===== src/rtl/tag_pool.sv =====
// Tag allocator: hands out up to NumGetPorts unused tags per cycle and accepts NumFreePorts releases.
// Optional illegal-free detection is enabled with `define TAG_POOL_FREE_CHECK_EN.
module tag_pool #(
  parameter int unsigned NumTags      = 8,
  parameter int unsigned NumGetPorts  = 2,
  parameter int unsigned NumFreePorts = 2,
  parameter bit          RoundRobin   = 1'b0,
  localparam int unsigned TagWidth    = $clog2(NumTags),
  localparam int unsigned CntWidth    = $clog2(NumTags + 1)
) (
  input  logic                             clk_i,
  input  logic                             rst_ni,
  input  logic [NumFreePorts-1:0]          free_i,
  input  logic [NumFreePorts*TagWidth-1:0] free_tag_i,
  input  logic [NumGetPorts-1:0]           get_i,
  output logic [NumGetPorts-1:0]           valid_o,
  output logic [NumGetPorts*TagWidth-1:0]  tag_o,
  output logic [CntWidth-1:0]              num_free_o,
  output logic                             error_o
);
  typedef logic [TagWidth-1:0] tag_t;
  typedef logic [TagWidth:0]   tag_ext_t;
  localparam tag_ext_t NumTagsExt = tag_ext_t'(NumTags);

  logic [NumTags-1:0]  used_q, used_d;
  tag_t                rr_q, rr_d, rr_cand;
  logic [CntWidth-1:0] cnt_q, cnt_d;

  tag_t                ord_idx [NumTags];
  logic [NumTags-1:0]  ord_free;
  tag_t                tag_sel [NumGetPorts];
  logic [NumGetPorts-1:0] valid_sel, acc;
  logic [NumTags-1:0]  get_mask, free_mask;
  logic [CntWidth-1:0] seen;
  tag_t                ft;
  logic                in_range;

  // Search slot gi holds tag (rr_q + gi) mod NumTags; rr_q is always 0 in lowest-first mode.
  genvar gi;
  generate
    for (gi = 0; gi < NumTags; gi++) begin : g_order
      tag_ext_t sum;
      assign sum          = tag_ext_t'(rr_q) + tag_ext_t'(gi);
      assign ord_idx[gi]  = (sum >= NumTagsExt) ? tag_t'(sum - NumTagsExt) : tag_t'(sum);
      assign ord_free[gi] = ~used_q[ord_idx[gi]];
    end
  endgenerate

  // Port p is offered the (p+1)-th unused tag in search order.
  always_comb begin
    seen      = '0;
    valid_sel = '0;
    for (int p = 0; p < NumGetPorts; p++) tag_sel[p] = '0;
    for (int k = 0; k < NumTags; k++) begin
      for (int p = 0; p < NumGetPorts; p++) begin
        if (ord_free[k] && (seen == CntWidth'(p))) begin
          valid_sel[p] = 1'b1;
          tag_sel[p]   = ord_idx[k];
        end
      end
      seen = seen + CntWidth'(ord_free[k]);
    end
  end

  generate
    for (gi = 0; gi < NumGetPorts; gi++) begin : g_port
      assign valid_o[gi]                     = valid_sel[gi];
      assign tag_o[gi*TagWidth +: TagWidth]  = tag_sel[gi];
      assign acc[gi]                         = get_i[gi] & valid_sel[gi];
    end
  endgenerate

  // Highest accepted port holds the last tag in search order, so it sets the next start point.
  always_comb begin
    get_mask = '0;
    rr_cand  = rr_q;
    for (int p = 0; p < NumGetPorts; p++) begin
      if (acc[p]) begin
        get_mask[tag_sel[p]] = 1'b1;
        rr_cand = (tag_sel[p] == tag_t'(NumTags - 1)) ? '0 : tag_sel[p] + tag_t'(1);
      end
    end
  end

`ifdef TAG_POOL_FREE_CHECK_EN
  logic bad_free, dup, err_q;

  always_comb begin
    free_mask = '0;
    bad_free  = 1'b0;
    ft        = '0;
    in_range  = 1'b0;
    dup       = 1'b0;
    for (int f = 0; f < NumFreePorts; f++) begin
      ft       = free_tag_i[f*TagWidth +: TagWidth];
      in_range = tag_ext_t'(ft) < NumTagsExt;
      dup      = 1'b0;
      for (int j = 0; j < f; j++) begin
        if (free_i[j] && (free_tag_i[j*TagWidth +: TagWidth] == ft)) dup = 1'b1;
      end
      if (free_i[f]) begin
        if (in_range && used_q[ft] && !dup) free_mask[ft] = 1'b1;
        else                                bad_free      = 1'b1;
      end
    end
  end

  always_ff @(posedge clk_i) begin
    if (!rst_ni)       err_q <= 1'b0;
    else if (bad_free) err_q <= 1'b1;
  end

  assign error_o = err_q;
`else
  always_comb begin
    free_mask = '0;
    ft        = '0;
    in_range  = 1'b0;
    for (int f = 0; f < NumFreePorts; f++) begin
      ft       = free_tag_i[f*TagWidth +: TagWidth];
      in_range = tag_ext_t'(ft) < NumTagsExt;
      if (free_i[f] && in_range) free_mask[ft] = 1'b1;
    end
  end

  assign error_o = 1'b0;
`endif

  // Count derived from the next bitmap so it can never drift from popcount.
  assign used_d = (used_q & ~free_mask) | get_mask;
  assign cnt_d  = CntWidth'(NumTags) - CntWidth'($countones(used_d));
  assign rr_d   = RoundRobin ? rr_cand : '0;

  always_ff @(posedge clk_i) begin
    if (!rst_ni) begin
      used_q <= '0;
      rr_q   <= '0;
      cnt_q  <= CntWidth'(NumTags);
    end else begin
      used_q <= used_d;
      rr_q   <= rr_d;
      cnt_q  <= cnt_d;
    end
  end

  assign num_free_o = cnt_q;

endmodule


===== config.mk =====
export PLATFORM = sky130hd
export DESIGN_NAME = tag_pool
export DESIGN_NICKNAME = d
export VERILOG_FILES = /design/src/rtl/tag_pool.sv
export SDC_FILE = /design/constraint.sdc
export NUM_CORES = 1
export LEC_CHECK = 0
export ABC_AREA = 1
export CAP_MARGIN = 20
export CORE_MARGIN = 8
export CORE_UTILIZATION = 50
export DETAILED_ROUTE_END_ITERATION = 10
export PLACE_DENSITY = 0.77
export SYNTH_ARGS = -nofsm -noshare
export SYNTH_HDL_FRONTEND = slang
export SYNTH_SLANG_ARGS = --single-unit
export TNS_END_PERCENT = 100

===== constraint.sdc =====
create_clock -name clk_i -period 5.7 [get_ports clk_i]
set_input_delay 1.71 -clock clk_i [delete_from_list [all_inputs] [get_ports clk_i]]
set_output_delay 1.71 -clock clk_i [all_outputs]
set_load 0.02 [all_outputs]

=== Yosys cells after proc, flatten, opt, wreduce, memory -nomap -nowiden ===
Index checks and enable logic that the tools add are counted.

* Register bits after elaboration: 12
* Input bits: 12
* Output and inout port bits: 13
* Logic and storage cells: 111

* Add/sub/neg operators: 14
* Order comparisons: 8
* Equal/unequal tests: 6
* Mux-type cells: 41
* Bitwise gates (word level): 15
* Reduce and logical (&&, ||, !) cells: 25

{| class="wikitable"
|+ Operators by type and width
! operator !! count
|-
| $mux 8 || 4
|-
| $mux 3 || 10
|-
| $logic_not 4->1 || 7
|-
| $or 8x8->8 || 3
|-
| $mux 1 || 21
|-
| $logic_and 1x1->1 || 18
|-
| $eq 4x1->1 const B || 4
|-
| $lt 3x4->1 const B || 4
|-
| $add 4x1->4 || 3
|-
| $demux 1 s3 || 4
|-
| $ge 3x1->1 const B || 4
|-
| $add 1x1->2 || 5
|-
| $and 8x8->8 || 1
|-
| $not 1->1 || 8
|-
| $not 8->8 || 1
|-
| $add 2x2->3 || 2
|-
| $add 3x1->4 || 1
|-
| $add 3x3->4 || 1
|-
| $mux 2 || 2
|-
| $sub 4x4->4 const A || 1
|-
| $add 2x1->3 || 1
|-
| $eq 3x1->1 const B || 1
|-
| $and 1x1->1 || 2
|-
| $eq 2x1->1 const B || 1
|}

=== Longest topological paths before layout ===
Gate-level depths: netlist (run 1).

* Word-level depth: 22
* Gate-level depth with buffers: 31
* Mapped depth without buffers: 31

=== Worst setup path after synthesis (run 1) ===
No wires, ideal clock.

* Path type: register to register
* From: register used_q[0]
* To: register cnt_q[3] (netlist: num_free_o[3])
* Arrival: 5.430 ns
* Required time: 5.577 ns
* Slack: 0.147 ns
* Cell stages (with the launch flop): 23
* Buffers on the path: 0
* Clock period less this slack: 5.553 ns
* Cells stage by stage: dfxtp_1 > fa_1 > inv_1 > ha_1 > ha_1 > ha_1 > ha_1 > ha_1 > nor3b_1 > nand4_4 > nand2_4 > nand2_4 > or2_0 > nand2_1 > inv_1 > fa_1 > ha_1 > inv_1 > fa_1 > inv_1 > fa_1 > ha_1 > or2_2

* Elaborated cells between the ends (all ways): 88

{| class="wikitable"
|+ RTL lines
! what !! line !! RTL
|-
| start: declaration || 25 || <nowiki>logic [NumTags-1:0] used_q, used_d;</nowiki>
|-
| start signal: assignment || 140 || <nowiki>used_q <= used_d;</nowiki>
|-
| $not 1->1 * || 45 || <nowiki>assign ord_free[gi] = ~used_q[ord_idx[gi]];</nowiki>
|-
| $add 1x1->2 || 61 || <nowiki>seen = seen + CntWidth'(ord_free[k]);</nowiki>
|-
| $add 2x1->3 or $eq 2x1->1 (tied branches) || 61, 56 ||
|-
| $add 3x1->4 (tied with other cells) || 61 ||
|-
| $add 4x1->4 (tied with other cells) (3 in series) || 61 ||
|-
| $eq 4x1->1 (tied with other cells) || 56 || <nowiki>if (ord_free[k] && (seen == CntWidth'(p))) begin</nowiki>
|-
| $logic_and 1x1->1 or $mux 1 (tied branches) || 56 ||
|-
| $mux 1 * || 56 ||
|-
| via valid_o[1] || 16 || <nowiki>output logic [NumGetPorts-1:0] valid_o,</nowiki>
|-
| $and 1x1->1 * || 69 || <nowiki>assign acc[gi] = get_i[gi] & valid_sel[gi];</nowiki>
|-
| $mux 8 * || 78 || <nowiki>if (acc[p]) begin</nowiki>
|-
| $or 8x8->8 * || 130 || <nowiki>assign used_d = (used_q & ~free_mask) | get_mask;</nowiki>
|-
| $add 1x1->2 (implied by the code) || 131 || <nowiki>assign cnt_d = CntWidth'(NumTags) - CntWidth'($countones(used_d));</nowiki>
|-
| $add 2x2->3 (implied by the code) || 131 ||
|-
| $add 3x3->4 (implied by the code) * || 131 ||
|-
| $sub 4x4->4 * || 131 ||
|-
| via cnt_d[3] || 27 || <nowiki>logic [CntWidth-1:0] cnt_q, cnt_d;</nowiki>
|-
| end signal: assignment || 138 || <nowiki>cnt_q <= CntWidth'(NumTags);</nowiki>
|-
| end signal: assignment || 142 || <nowiki>cnt_q <= cnt_d;</nowiki>
|-
| end: declaration || 27 ||
|}

The timed path passes the listed nets; every way through them passes the cells marked *.
A chain may end at the register's enable or synchronous reset.

=== Final worst setup path (run 1) ===
* From: register used_q[0]
* To: output tag_o[2]

* Word-level cells in the longest chain between the ends: 10
* Elaborated cells between the ends (all ways): 19

{| class="wikitable"
|+ Ends and longest elaborated chain
! what !! line !! RTL
|-
| $not 1->1 * || 45 ||
|-
| $add 1x1->2 * || 61 ||
|-
| $add 2x1->3 * || 61 ||
|-
| $add 3x1->4 * || 61 ||
|-
| $add 4x1->4 or $logic_not 4->1 (tied branches) || 61, 56 ||
|-
| $add 4x1->4 (tied with other cells) (2 in series) || 61 ||
|-
| $logic_not 4->1 (tied with other cells) || 56 ||
|-
| $logic_and 1x1->1 or $mux 3 (tied branches) || 56 ||
|-
| $mux 3 * || 56 ||
|-
| end: declaration || 17 || <nowiki>output logic [NumGetPorts*TagWidth-1:0] tag_o,</nowiki>
|}

Mark *: on every way between the ends. The rest lies on a longest branch, timed or not.

==> results of run 1 <==
==> critical path, stage by stage (launching register included) <==
cell	delay, ps
dfxtp_2	350
fa_1	570
inv_1	90
ha_4	280
ha_2	290
ha_4	180
inv_1	60
nand3_1	110
nand2_2	130
ha_4	220
nor3_2	180
nand4_1	160
buf_6	180
nand2_1	60
clkdlybuf4s50_1	600
==> flip-flops by register name, indices dropped and copies added (netlist names) <==
name	count
num_free_o	4
used_q	8
==> cells by family after synthesis <==
family / synth area share
flops: 0.140
buf+inv: 0.159
other cells: 0.00219
fa+ha+maj: 0.175
compound gates: 0.0752
simple gates: 0.449
==> routing by layer <==
layer,up-vias,wire (um),GRT usage
met3,6,301,0.0296
met1,811,1890,0.201
met5,-,0,0
li1,952,-,-
met4,0,68,0.0522
met2,50,2200,0.305
==> layout by cell type, fill, tap and decap left out, types with 3 or more instances in the layout <==
| master | Yosys | final |
|---|---|---|
| nand2_1 | 73 | 71 |
| nand4_1 | 12 | 12 |
| nor2_2 | 0 | 3 |
| fa_1 | 5 | 5 |
| clkbuf_4 | 0 | 3 |
| nand3_1 | 22 | 22 |
| nor2_1 | 32 | 29 |
| clkdlybuf4s50_1 | 0 | 19 |
| dlygate4sd2_1 | 0 | 4 |
| nor3_1 | 6 | 5 |
| ha_4 | 0 | 5 |
| a21oi_1 | 3 | 3 |
| inv_2 | 3 | 3 |
| dfxtp_1 | 12 | 11 |
| o21ai_0 | 5 | 5 |
| ha_1 | 16 | 9 |
| nand2_2 | 7 | 9 |
| nand3_2 | 3 | 3 |
| inv_1 | 64 | 64 |
==> final cells by class <==
class | count | area [um2]
inverters | 67 | 251
well taps | 46 | 57.6
fillers | 329 | 1180
repair buffers | 25 | 244
clock buffers | 4 | 36.3
flip-flops and latches | 12 | 241
multi-input cells | 204 | 1300
==> final timing paths <==
check / start / end / slack, ps / depth (start not counted)
setup reg to reg: used_q[0] / num_free_o[3] / 280 / 23
hold reg to reg: used_q[6] / used_q[6] / 690 / 4
setup / recovery: used_q[0] / tag_o[2] / 260 / 14
hold / removal: used_q[6] / used_q[6] / 690 / 4
==> what timing repair did <==
action / in CTS / in global routing
resized for setup: 5 / 19
cloned: 0 / 0
setup endpoints to repair: 6 / 8
pin swaps: 0 / 5
==> through the flow <==
step	setup TNS (ps)	worst slack [ps]
2_1_floorplan	0	147
3_3_place_gp	0	94.8
3_5_place_dp	-29.6	-29.6
4_1_cts	0	0.810
5_1_grt	-44.0	-44.0
6_report	0	263
==> summary.md, run 1 <==
| Metric | Value |
|---|---|
| Die Y | 74.5 um |
| F_max | 0.184 GHz |
| CTS Buffer Depth | 2 |
| Final setup violation count | 0 |
| Post-synth EDFFs | 0 |
| Placed cell areas | 2000 um2 |
| Post-synth ARST share | 0 |
| Post-synth top cells | nand2_1 (73), inv_1 (64), nor2_1 (32), nand3_1 (22), ha_1 (16) |
| Area contributors post-synth | nand2_1 (16%), dfxtp_1 (14%), inv_1 (14%), ha_1 (12%), nor2_1 (7.0%) |
| CTS root buffer | clkbuf_4 |
| Min Clock Period, post-route | 5440 ps |
| Seq/Total Area, Yosys | 0.140 |
| Final core utilization | 0.644 |
| Ant. Diodes | 0 |
| GRT overflow | 0 |
| CP startpoint kind | flop |
| Hold buffer count at cts | 0 |
| Largest net degree at the start of global routing | 11 |
| Max-Cap Viols | 0 |
| Layout cells sized above 1 | 0.131 |
| Hpwl dp | 3.78 mm |
| Syn Area/Cell | 5.99 um2 |
| Final-report max-slew violation count | 0 |
| DR pass1 iterations | 4 |
| Die ar. | 5550 um2 |
| Vias in the first global route | 1766 |
| Top cell type by total area after synthesis | nand2_1 |
| DRC | 0 |
| Worst path required time | 3990 ps |
| WL/cell | 12.5 um |
| DR vias/cell | 5.08 |
| Chip width | 74.5 um |
| WL final | 4.46 mm |
| Post-route insts no fill | 358 |
| Total clock sinks | 12 |
| Top cell type's share of synthesized area | 0.160 |
| Reg clk slew, reported paths | 70 ps |
| Post-CTS Setup Repair Bufs | 0 |
| CTS tree | done |
| Worst Hold Slack | 694 ps |
| Mapped Nets | 319 |
| Initial DRC count | 137 |
| Crit path kind | flop to output pin |
| Cell row count | 21 |
| Nets | 346 |
| FF+latch count, synth | 12 |
| Fin crit share | 0.954 |
| Clock Skews | 5.97 ps |
| Status | finished clean |
| Clk Latency, worst-skew pair | 260 ps |
| Antenna violations before repair | 0 |
| Slew @ Worst Pin | 526 ps |
| Vias | 1819 |
| Unique masters post-synth | 30 |
| CTS buffer count | 3 |
| Initial Util | 0.517 |
| Slew HR | 0.646 |
| Synthesized cell area | 1710 um2 |
| Max FO, Critical Path | 10 |
| IO Port Bufs | 23 |
| Worst hold path type | flop to flop |
| Kind of end point of the critical path | output pin |
| Most frequent cell after synthesis | nand2_1 |
| Layout area overhead | 24.5% |
| Fin area | 2130 um2 |
| Top FF cell, synth | dfxtp_1 |
| Placed Cells | 354 |
| Critical Path AT | 3730 ps |
| Final Hold Violating Endpoints | 0 |
| Post-route ant nets | 0 |
| Yosys warnings | 0 |
| Syn Inst Count | 286 |
| Core ar. | 3310 um2 |
| GP Congestion | 0.867 |
| First-pass GRT wire length | 7.43 mm |
| GR Util All Layers | 0.171 |
| H-tree Lvls | 1 |
| Ports | 25 |
Power of run 1 is left out: the tool's default activity adds up to more than one toggle a clock period on the data nets, which glitch-free logic cannot reach.
==> inputs of run 2 (changes only) <==
--- a/config.mk
+++ b/config.mk
@@ -5,7 +5,6 @@
 export SDC_FILE = /design/constraint.sdc
 export NUM_CORES = 1
 export LEC_CHECK = 0
-export ABC_AREA = 1
 export CAP_MARGIN = 20
 export CORE_MARGIN = 8
 export CORE_UTILIZATION = 50
==> run 2 against run 1 <==
Die area is 0.75% lower. Critical path type unchanged. Cell count is 13% lower. Register-to-register slack worse by 120 ps. Global-route usage is 0.29 points higher. Critical endpoint is now valid_o[0]. Clock skew is 5.0 ps lower. Synthesized cell count is 22% lower. Highest routed layer unchanged. Non-clock buffer count is 17 higher. Synthesized area is 0.95% lower.
==> summary.md, run 2 <==
| Metric | Value |
|---|---|
| Post-synth ARST share | 0 (unchanged) |
| Max FO, Critical Path | 4 (-6) |
| First-pass GRT wire length | 7.61 mm (+2.4%) |
| DRC | 0 (unchanged) |
| Final setup violation count | 0 (unchanged) |
| Final Hold Violating Endpoints | 0 (unchanged) |
| Yosys warnings | 0 (unchanged) |
| WL/cell | 16.1 um (+29%) |
| Max-Cap Viols | 0 (unchanged) |
| Post-synth top cells | nand2_1 (21), inv_1 (20), nand3_1 (20), ha_1 (16) |
| GRT overflow | 0 (unchanged) |
| Hold buffer count at cts | 0 (unchanged) |
| Top cell type by total area after synthesis | dfxtp_1 |
| Reg clk slew, reported paths | 80 ps (about the same) |
| Top FF cell, synth | dfxtp_1 |
| Post-synth EDFFs | 0 (unchanged) |
| Ant. Diodes | 0 (unchanged) |
| Top cell type's share of synthesized area | 0.142 (-0.0184) |
| Clock Skews | 0.938 ps (-5.03 ps) |
| GR Util All Layers | 0.174 (+0.00289) |
| Vias | 1866 (+2.6%) |
| Placed cell areas | 2090 um2 (+4.8%) |
| Top reg by flops | used_q |
| WL final | 4.99 mm (+12%) |
| Syn Area/Cell | 7.64 um2 (+28%) |
| CTS tree | done |
| CP startpoint kind | flop |
| Die ar. | 5510 um2 (-0.75%) |
| H-tree Lvls | 1 (unchanged) |
| Slew HR | 0.538 (-0.108) |
| Chip width | 74.3 um (-0.38%) |
| Slew @ Worst Pin | 687 ps (+161 ps) |
| FF+latch count, synth | 12 (unchanged) |
| Worst path required time | 3990 ps (about the same) |
| Post-route ant nets | 0 (unchanged) |
| Unique masters post-synth | 49 (+63%) |
| Synthesized cell area | 1700 um2 (-0.95%) |
| Hpwl dp | 3.88 mm (+2.5%) |
| Initial Util | 0.512 (-0.00491) |
| Cell row count | 21 (unchanged) |
| Layout area overhead | 31.5% |
| CTS root buffer | clkbuf_4 |
| Syn Inst Count | 222 (-22%) |
| Final Worst Setup Slack | 112 ps (-152 ps) |
| Antenna violations before repair | 0 (unchanged) |
| IO Port Bufs | 23 (unchanged) |
| Final-report max-slew violation count | 0 (unchanged) |
| CTS Buffer Depth | 2 (unchanged) |
| Clk Latency, worst-skew pair | 280 ps (+20 ps) |
| Most frequent cells in the layout | nand2_1 (21), nand3_1 (20), inv_1 (19), buf_4 (19), clkdlybuf4s50_1 (16) |
| Most frequent cell after synthesis | nand2_1 |
| Fin crit share | 0.980 (+0.0266) |
| Seq/Total Area, Yosys | 0.142 (+0.00134) |
| Total clock sinks | 12 (unchanged) |
| F_max | 0.179 GHz (-2.7%) |
| Largest net degree at the start of global routing | 9 (-2) |
| Largest register FFs | 8 (unchanged) |
| Ports | 25 (unchanged) |
| Critical Path AT | 3880 ps (+150 ps) |
| DR vias/cell | 6.02 (+18%) |
| Worst hold path type | flop to flop |
| Final core utilization | 0.674 (+0.0299) |
| Min Clock Period, post-route | 5590 ps (+152 ps) |
| Kind of end point of the critical path | output pin |
| Area contributors post-synth | dfxtp_1 (14%), ha_1 (12%), fa_1 (5.9%), nand3_1 (5.9%), nand2_1 (4.6%) |
| DR pass1 iterations | 5 (+1) |
| Commonest non-fill, non-tap cell in the layout | nand2_1 |
| Vias in the first global route | 1651 (-6.5%) |
| CTS buffer count | 3 (unchanged) |
| Nets | 298 (-14%) |
| Crit path kind | flop to output pin |
| Layout cells sized above 1 | 0.182 (+0.0504) |
| Initial DRC count | 181 (+32%) |
| Mapped Nets | 255 (-20%) |
| Die Y | 74.3 um (-0.38%) |
| GP Congestion | 0.973 (+12%) |
| Fin area | 2230 um2 (+4.6%) |
| Status | finished clean |
| Core ar. | 3310 um2 (unchanged) |
| Setup Slack @ Placement | -50.6 ps (-21.0 ps) |
run 2: changes by cell type after synthesis, sizes merged, moves of 5 or more:
cell | before | now
a21oi | 3 | 9
a31oi | 0 | 12
and2 | 0 | 13
and3 | 0 | 5
inv | 67 | 20
nand2 | 82 | 22
nand3 | 25 | 20
nand4 | 13 | 6
nor2 | 33 | 12
nor2b | 0 | 9
nor4 | 0 | 6
run 2: final cells by class:
| cell class | count | area [um2] |
|---|---|---|
| clock buffers | 4 | 36.3 |
| flip-flops and latches | 12 | 241 |
| fillers | 289 | 1080 |
| repair buffers | 42 | 364 |
| multi-input cells | 186 | 1460 |
| well taps | 46 | 57.6 |
| inverters | 20 | 75.1 |
run 2: cells by family after synthesis:
logic type | share of synthesized area
AOI/OAI and AO/OA | 0.202
xor gates and xnor gates | 0.0531
adders and majority gates | 0.177
buffers and inverters | 0.0560
DFF | 0.142
muxes | 0.00590
other | 0.00221
and+or+nand+nor | 0.362
run 2: repair_timing:
item | in CTS | in global routing
resized for setup | 13 | 10
pin swaps | 4 | 8
endpoints found under the setup margin | 9 | 11
buffers inserted | 0 | 2
run 2: final timing paths:
kind / start / endpoint / slack, ps / cells after the start
setup reg to reg: used_q[2] / num_free_o[2] / 160 / 21
setup / recovery: used_q[2] / valid_o[0] / 110 / 14
hold reg to reg: used_q[6] / used_q[6] / 590 / 2
hold / removal: used_q[6] / used_q[6] / 590 / 2
run 2: critical path, cell delays in order, from the launching register on:
cell           delay [ps]
dfxtp_2               330
fa_1                  580
inv_2                  70
ha_4                  170
ha_4                  250
ha_4                  280
nand2_1                60
xnor3_2               400
buf_4                 160
nand4b_1              100
nand3_1               130
a211o_1               380
and2_2                210
nand4_1               120
dlygate4sd2_1         350
run 2: metal layers:
| metal | share of wire | global-route usage | up-vias |
|---|---|---|---|
| met5 | 0 | 0 | - |
| met4 | 0.019 | 0.0391 | 0 |
| met3 | 0.057 | 0.0256 | 12 |
| met2 | 0.47 | 0.292 | 85 |
| met1 | 0.45 | 0.228 | 878 |
| li1 | - | - | 891 |
run 2: stage by stage:
step / setup TNS (ps) / instances / hold WS (ps)
floorplan: 0 / 222 / 498
global placement: 0 / 304 / 565
detailed placement: -50.6 / 304 / 572
CTS: 0 / 308 / 594
global route: -47.1 / 310 / 630
finish: 0 / 310 / 594
Power of run 2 is left out for the same reason.
